--- src/rtl/gem_cluster_packer.sv ---
// gem_cluster_packer: collects GEM cluster words of one bunch crossing into a
// fixed-width frame of MXCLST slots. Unused slots carry FILLER, clusters that
// do not fit are dropped and counted. Completed frames are held until
// downstream takes them; a new frame may start in the same cycle the previous
// one is consumed, so back-to-back single-beat frames stream at one per clock.
module gem_cluster_packer #(
  parameter int                  MXCLST   = 4,
  parameter int                  CLSTBITS = 14,
  parameter logic [CLSTBITS-1:0] FILLER   = 14'h3FFF
) (
  input  logic                         clock,
  input  logic                         global_reset_n,
  input  logic [CLSTBITS-1:0]          clst_in,
  input  logic                         clst_valid,
  input  logic                         clst_last,
  output logic                         clst_ready,
  output logic [MXCLST*CLSTBITS-1:0]   gemdata,
  output logic                         gemdata_valid,
  input  logic                         gemdata_ready,
  output logic [2:0]                   frame_nclst,
  output logic [7:0]                   overflow_cnt,
  output logic [15:0]                  frame_cnt
);

  localparam int          DW    = MXCLST * CLSTBITS;
  localparam logic [2:0]  MAX_N = 3'(MXCLST);

  typedef enum logic [0:0] {
    ST_FILL = 1'b0,
    ST_HOLD = 1'b1
  } state_e;

  state_e          state_q, state_d;
  logic [DW-1:0]   data_q, data_d;
  logic [2:0]      nclst_q, nclst_d;
  logic [7:0]      ovf_q, ovf_d;
  logic [15:0]     fcnt_q, fcnt_d;

  logic            accept_s;
  logic            clst_ok_s;
  logic [DW-1:0]   base_data_s;
  logic [2:0]      base_n_s;

  // Ready is purely a function of the held-frame handshake, never of clst_valid.
  assign clst_ready = (state_q == ST_FILL) | gemdata_ready;
  assign accept_s   = clst_valid & clst_ready;
  // Address field values 11xxxxxxxxx mark an empty/invalid cluster word.
  assign clst_ok_s  = (clst_in[10:9] != 2'b11);

  // Next-state logic: frame hand-off, slot fill, overflow and frame counting.
  always_comb begin
    state_d     = state_q;
    data_d      = data_q;
    nclst_d     = nclst_q;
    ovf_d       = ovf_q;
    fcnt_d      = fcnt_q;
    base_data_s = data_q;
    base_n_s    = nclst_q;

    case (state_q)
      ST_FILL: begin
        base_data_s = data_q;
        base_n_s    = nclst_q;
      end
      ST_HOLD: begin
        if (gemdata_ready) begin
          // Held frame leaves this cycle; whatever follows starts from empty slots.
          fcnt_d      = fcnt_q + 16'd1;
          base_data_s = {MXCLST{FILLER}};
          base_n_s    = 3'd0;
          state_d     = ST_FILL;
          data_d      = {MXCLST{FILLER}};
          nclst_d     = 3'd0;
        end else begin
          state_d = ST_HOLD;
        end
      end
      default: begin
        state_d = ST_FILL;
      end
    endcase

    if (accept_s) begin
      data_d  = base_data_s;
      nclst_d = base_n_s;
      if (clst_ok_s) begin
        if (base_n_s < MAX_N) begin
          data_d[int'(base_n_s)*CLSTBITS +: CLSTBITS] = clst_in;
          nclst_d = base_n_s + 3'd1;
        end else if (ovf_q != 8'hFF) begin
          ovf_d = ovf_q + 8'd1;
        end else begin
          ovf_d = ovf_q;
        end
      end else begin
        nclst_d = base_n_s;
      end
      if (clst_last) begin
        state_d = ST_HOLD;
      end else begin
        state_d = ST_FILL;
      end
    end else begin
      ovf_d = ovf_q;
    end
  end

  // State and datapath registers; reset discards any partial or held frame.
  always_ff @(posedge clock or negedge global_reset_n) begin
    if (!global_reset_n) begin
      state_q <= ST_FILL;
      data_q  <= {MXCLST{FILLER}};
      nclst_q <= 3'd0;
      ovf_q   <= 8'd0;
      fcnt_q  <= 16'd0;
    end else begin
      state_q <= state_d;
      data_q  <= data_d;
      nclst_q <= nclst_d;
      ovf_q   <= ovf_d;
      fcnt_q  <= fcnt_d;
    end
  end

  assign gemdata       = data_q;
  assign gemdata_valid = (state_q == ST_HOLD);
  assign frame_nclst   = nclst_q;
  assign overflow_cnt  = ovf_q;
  assign frame_cnt     = fcnt_q;

endmodule

--- config.mk ---
export PLATFORM = sky130hd
export DESIGN_NAME = gem_cluster_packer
export DESIGN_NICKNAME = d
export VERILOG_FILES = /design/src/rtl/gem_cluster_packer.sv
export SDC_FILE = /design/constraint.sdc
export NUM_CORES = 1
export LEC_CHECK = 0
export ABC_AREA = 1
export CAP_MARGIN = 20
export CORE_MARGIN = 4
export CORE_UTILIZATION = 45
export DETAILED_ROUTE_END_ITERATION = 12
export PLACE_DENSITY = 0.73
export SYNTH_ARGS = -nofsm -noshare
export SYNTH_HDL_FRONTEND = slang
export SYNTH_SLANG_ARGS = --single-unit
--- constraint.sdc ---
create_clock -name clock -period 4.62 [get_ports clock]
set_input_delay 0.693 -clock clock [delete_from_list [all_inputs] [get_ports clock]]
set_output_delay 0.693 -clock clock [all_outputs]
set_load 0.005 [all_outputs]
==> results of run 1 <==
-- cells in the final DEF, fill, tap and decap left out, types with 2 or more instances in the layout --
| cell type | n |
|---|---|
| nand3_1 | 126 |
| dfrtp_1 | 28 |
| a2bb2oi_1 | 3 |
| o21ai_0 | 108 |
| nor2_4 | 5 |
| or2_2 | 2 |
| o211ai_1 | 9 |
| xnor2_1 | 11 |
| clkdlybuf4s50_1 | 102 |
| a22oi_1 | 3 |
| nand2_2 | 6 |
| nand3_2 | 2 |
| nand2_4 | 3 |
| clkbuf_16 | 9 |
| inv_2 | 16 |
| inv_1 | 72 |
| nor2_1 | 145 |
| buf_4 | 38 |
| clkinv_1 | 3 |
| fa_1 | 3 |
| xor2_1 | 12 |
| nand3b_1 | 2 |
| a21oi_1 | 106 |
| nand2_1 | 268 |
| nor2_2 | 3 |
| o22a_1 | 2 |
| nand4_1 | 11 |
| buf_12 | 4 |
| o21ai_1 | 26 |
| clkinvlp_4 | 2 |
| inv_6 | 3 |
| dfstp_2 | 56 |
| nor3_1 | 7 |
| ha_1 | 11 |
| or2_1 | 2 |
-- final timing paths --
path	from	cells past startpoint	endpoint
max reg2reg	gemdata_valid	24	gemdata[45]
min in group clock	frame_cnt[15]	1	frame_cnt[15]
max in group asynchronous	global_reset_n	2	gemdata[5]
max	gemdata_ready	25	gemdata[45]
min	global_reset_n	1	frame_nclst[1]
min reg2reg	frame_cnt[15]	1	frame_cnt[15]
-- report_power, final --
| part | switching (mW) | internal [mW] |
|---|---|---|
| sequential | 0.246 | 1.08 |
| combinational | 3.38 | 1.92 |
| clock | 0.332 | 0.428 |
| total | 3.96 | 3.42 |
-- layout make-up --
type                            count  area [um^2]
Tap cell                          211          264
Clock buffer                        9          225
Timing Repair Buffer              144         1390
Fill cell                        1541         6610
Multi-Input combinational cell    889         4340
Sequential cell                    84         2170
Clock inverter                      7         82.6
Inverter                           92          348
-- sequential cells by signal, indices dropped and copies added (netlist names) --
name / count
gemdata: 56
frame_cnt: 16
overflow_cnt: 8
frame_nclst: 3
gemdata_valid: 1
-- cell families after synthesis --
logic type / Yosys count / share of synthesized area [%]
buffers and inverters: 157 / 9.26
AND/OR/NAND/NOR: 588 / 35.6
AO/OA/AOI/OAI: 264 / 19.4
XOR/XNOR: 23 / 2.81
flip-flops: 84 / 30.3
adder cells (fa/ha/maj): 14 / 2.75
-- worst max-delay path: cells and delay by family --
kind | cells | cell delay (ps)
buffers and inverters | 8 | 1310
adders and majority gates | 4 | 1300
and+or+nand+nor | 12 | 1140
AOI/OAI and AO/OA | 1 | 130
-- per-stage QoR --
stage / std cells / utilization (%) / hold slack, ps / setup WS (ps) / instance area (um^2)
final: 1436 / 57.2 / 377 / 320 / 8820
after floorplan: 1130 / - / 397 / 170 / 7180
after global routing: 1436 / 57.2 / 416 / 52.2 / 8820
after detailed placement: 1420 / 55.2 / 466 / -34.2 / 8510
after CTS: 1436 / 57.2 / 395 / 341 / 8820
after global placement: 1419 / 55.0 / 458 / 66.8 / 8490
-- routing by layer --
metal / GRT usage, % / up-vias / share of wire [%]
li1: - / 3914 / -
met1: 36.6 / 3621 / 45
met2: 42.6 / 280 / 46
met3: 4.91 / 35 / 6.3
met4: 8.43 / 0 / 2.7
met5: 0 / - / 0
==> results.toml, run 1 <==
[status]
status = "finished clean"

[cts]
cts-resized-gates = 0
postCtsSetupBuffers = 0
clk_pin_slew_ps = 70
cts_made_buffers = 9
htree_levels = 3
cts_tree = "yes"
clock_latency_ps = 360
cts_sinks = 84
clock_path_buffers = 2
root_buffer = "clkbuf_16"
ctsHoldBuffers = 0

[floorplan]
die_y_um = 134
ioPinCount = 104
initial_core_util_pct = 46.5
core-area_mm2 = 0.0154
rows = 45
die_w_um = 134
dieArea_mm2 = 0.0180

[yosys]
seq_area_frac_synth_pct = 30.3
yosys_warnings = 0
yosys.area.top_type = "dfstp_2"
synth_top_area_share_pct = 20.5
ys_ff_latch = 84
synthesis.nets = 1163
syn_inst = 1130
synthTopCellsByCount = "nand2_1 (268), nor2_1 (145), nand3_1 (126), o21ai_0 (108), a21oi_1 (106)"
synthArstFlopShare_pct = 100
synthFlopType = "dfstp_2"
synth_area_mm2 = 0.00718
synth.distinct_cells = 49
synthTopCellsByArea = "dfstp_2 (20%), nand2_1 (14%), dfrtp_1 (9.8%)"
synth-edff-count = 0
synth.most_common_cell = "nand2_1"
synth_area_per_cell_um2 = 6.35

[drt]
dr.pass1.iters = 5
drt_iter0_markers = 724
wirelength_mm = 24.0
antenna_left = 0
vias = 7850
wl_per_cell_um = 16.7
drc = 0
vias_per_cell = 5.47

[critical_path]
reg2reg_slack_ps = 740
cp-end-kind = "flip-flop"
crit_path_top_delay_cell = "clkdlybuf4s50_1"
crit_fanout = 8
path_class = "primary input to flip-flop"
cp.arrival_ps = 4580
cp.required_ps = 4900
critPathMaxStageDelay_ps = 560
cp-start-kind = "primary input"

[timing]
period_share_pct = 93.1
fin_worst_skew_ps = 7.43
grt_setup_unrepaired = "false"
hold_viol = 0
tightest_slew_ps = 721
setup_tns_ps = 0
fmax_mhz = 233
fin_crit_ps = 4300
drv_slew = 0
setup_viol = 0
slew_headroom_pct = 51.9

[placement]
dp_hpwl_mm = 17.6
place.gp.congestion = 0.980
port_buffers = 103

[power_and_ir_drop]
total_leakage_power_nw = 3.98
ir_drop_v = 0.000405
power_density_mw_per_mm2 = 837
p_total_mw = 7.38

[finish]
area_growth_pct = 22.9
fin_nets = 1253
drive_above_1_share_pct = 12.8
antenna_cells_inserted = 0

[grt]
grt_max_degree = 71
grt_use_total_pct = 26.6
grt_pass1_vias = 7270
antenna_found_initial = 0
grt_overflow = 0
grt_pass1_wl_mm = 38.7

[hold_path]
min_path_type = "primary input to asynchronous set/reset pin"

[flow_run]
drv_cap = 0
Power figures use the tool's default switching activity.
==> inputs of run 2 (changes only) <==
==> constraint.sdc (replaced) <==
create_clock -name clock -period 4.3 [get_ports clock]
set_input_delay 0.645 -clock clock [delete_from_list [all_inputs] [get_ports clock]]
set_output_delay 0.645 -clock clock [all_outputs]
set_load 0.005 [all_outputs]
==> results.toml, run 2 (same netlist as run 1, synthesis figures left out) <==
[status]
status = "finished clean"

[power_and_ir_drop]
power_density_mw_per_mm2 = 942
total_leakage_power_nw = 4.28
p_total_mw = 8.74
ir_drop_v = 0.000364

[critical_path]
crit_start = "gemdata_ready"
worstReg2RegStart = "gemdata_valid"
cp-end-kind = "flip-flop"
cp.arrival_ps = 4130
cp-start-kind = "primary input"
reg2regPathDepth = 24
crit_fanout = 6
path_class = "primary input to flip-flop"
cp.required_ps = 4580
reg2reg_slack_ps = 470

[floorplan]
rows = 45
core-area_mm2 = 0.0154
die_w_um = 134
ioPinCount = 104
initial_core_util_pct = 46.5
dieArea_mm2 = 0.0180
die_y_um = 134

[finish]
final_common_cell = "nand2_1"
largest_register_ffs = 56
antenna_cells_inserted = 0
area_growth_pct = 29.2
layout_common_cells = "nand2_1 (268), nor2_1 (144), nand3_1 (126), o21ai_0 (108), a21oi_1 (106)"
drive_above_1_share_pct = 16.8
fin_nets = 1310
stdcell_area_mm2 = 0.00928

[flow_run]
drv_cap = 0

[cts]
clk_pin_slew_ps = 70
ctsHoldBuffers = 0
htree_levels = 3
cts_tree = "yes"
postCtsSetupBuffers = 0
cts-resized-gates = 0
root_buffer = "clkbuf_16"
clock_path_buffers = 2
clock_latency_ps = 360
cts_made_buffers = 9
cts_sinks = 84

[placement]
place.gp.congestion = 0.963
dp_hpwl_mm = 18.3
placed_cell_area_mm2 = 0.00894
port_buffers = 103

[grt]
antenna_found_initial = 0
grt_pass1_vias = 7539
grt_max_degree = 83
grt_pass1_wl_mm = 40.7
grt_overflow = 0
grt_use_total_pct = 27.9

[timing]
fmax_mhz = 260
grt_setup_unrepaired = "false"
setup_viol = 0
period_share_pct = 89.4
fin_worst_skew_ps = 7.27
drv_slew = 0
slew_headroom_pct = 45.4
fin_crit_ps = 3840
tightest_slew_ps = 819
hold_viol = 0

[drt]
wirelength_mm = 25.0
top_layer = "met4"
antenna_left = 0
met1_length_mm = 11.0
dr_wl_met3_mm = 1.36
vias = 8132
wl_per_cell_um = 16.8
drc = 0
wl_met2_mm = 11.7
vias_per_cell = 5.45
dr.pass1.iters = 7
drt_iter0_markers = 618

[hold_path]
min_path_type = "primary input to asynchronous set/reset pin"
-- run 2: path summary, 6_finish.rpt --
kind                                       to
min in group clock              frame_cnt[15]
worst min register to register  frame_cnt[15]
worst min-delay path            frame_cnt[15]
worst max-delay path              gemdata[45]
max in group asynchronous         gemdata[30]
worst max register to register    gemdata[45]
-- run 2: layout make-up --
type                       instances  area [um^2]
inverter                          92          348
sequential                        84         2170
timing repair buffer             201         1820
clock buffer                       9          225
fill                            1532         6150
multi-input combinational        889         4340
clock inverter                     7          105
tap                              211          264
-- run 2: report_power, final --
group / switching [mW] / internal, mW / total (mW)
Sequential: 0.264 / 1.16 / 1.42
Clock: 0.361 / 0.521 / 0.881
Combinational: 3.83 / 2.61 / 6.44
-- run 2: routing by layer --
metal,track usage [%],up-vias
met5,0,-
met4,10.9,0
met3,4.16,55
met2,44.9,285
met1,37.8,3769
li1,-,4023
-- run 2: worst max-delay path, stage by stage --
cell and delay, ps:
dlymetal6s2s_1 180, nand2_4 100, buf_12 140, nand2_4 50, inv_2 40, fa_1 480
ha_1 160, inv_1 50, fa_1 410, inv_1 90, nand2_1 50, nand2_1 80
nand4_1 100, inv_1 80, ha_1 250, buf_4 170, nand2_2 120, nor2_1 50
inv_1 130, or2_1 150, nand2_1 110, or2_1 230, nand3_1 70, nand2_1 60
a21oi_1 120
-- run 2: stage by stage --
| stage | cells | TNS, ps | util [%] | setup slack, ps | hold slack, ps |
|---|---|---|---|---|---|
| final | 1493 | 0 | 60.1 | 457 | 408 |
| after CTS | 1493 | 0 | 60.1 | 75.7 | 411 |
| after global routing | 1493 | 0 | 60.1 | 187 | 468 |
| after global placement | 1477 | -4000 | 57.9 | -202 | 465 |
| after detailed placement | 1477 | -8130 | 57.9 | -292 | 468 |
| after floorplan | 1130 | 0 | - | 75.9 | 349 |
==> inputs of run 3 (changes only) <==
--- a/config.mk
+++ b/config.mk
@@ -9,6 +9,7 @@
 export CAP_MARGIN = 20
 export CORE_MARGIN = 4
 export CORE_UTILIZATION = 45
+export CTS_CLUSTER_DIAMETER = 120
 export DETAILED_ROUTE_END_ITERATION = 12
 export PLACE_DENSITY = 0.73
 export SYNTH_ARGS = -nofsm -noshare
==> results of run 3 <==
No change in the layout: final DEF, timing and power equal those of run 2.
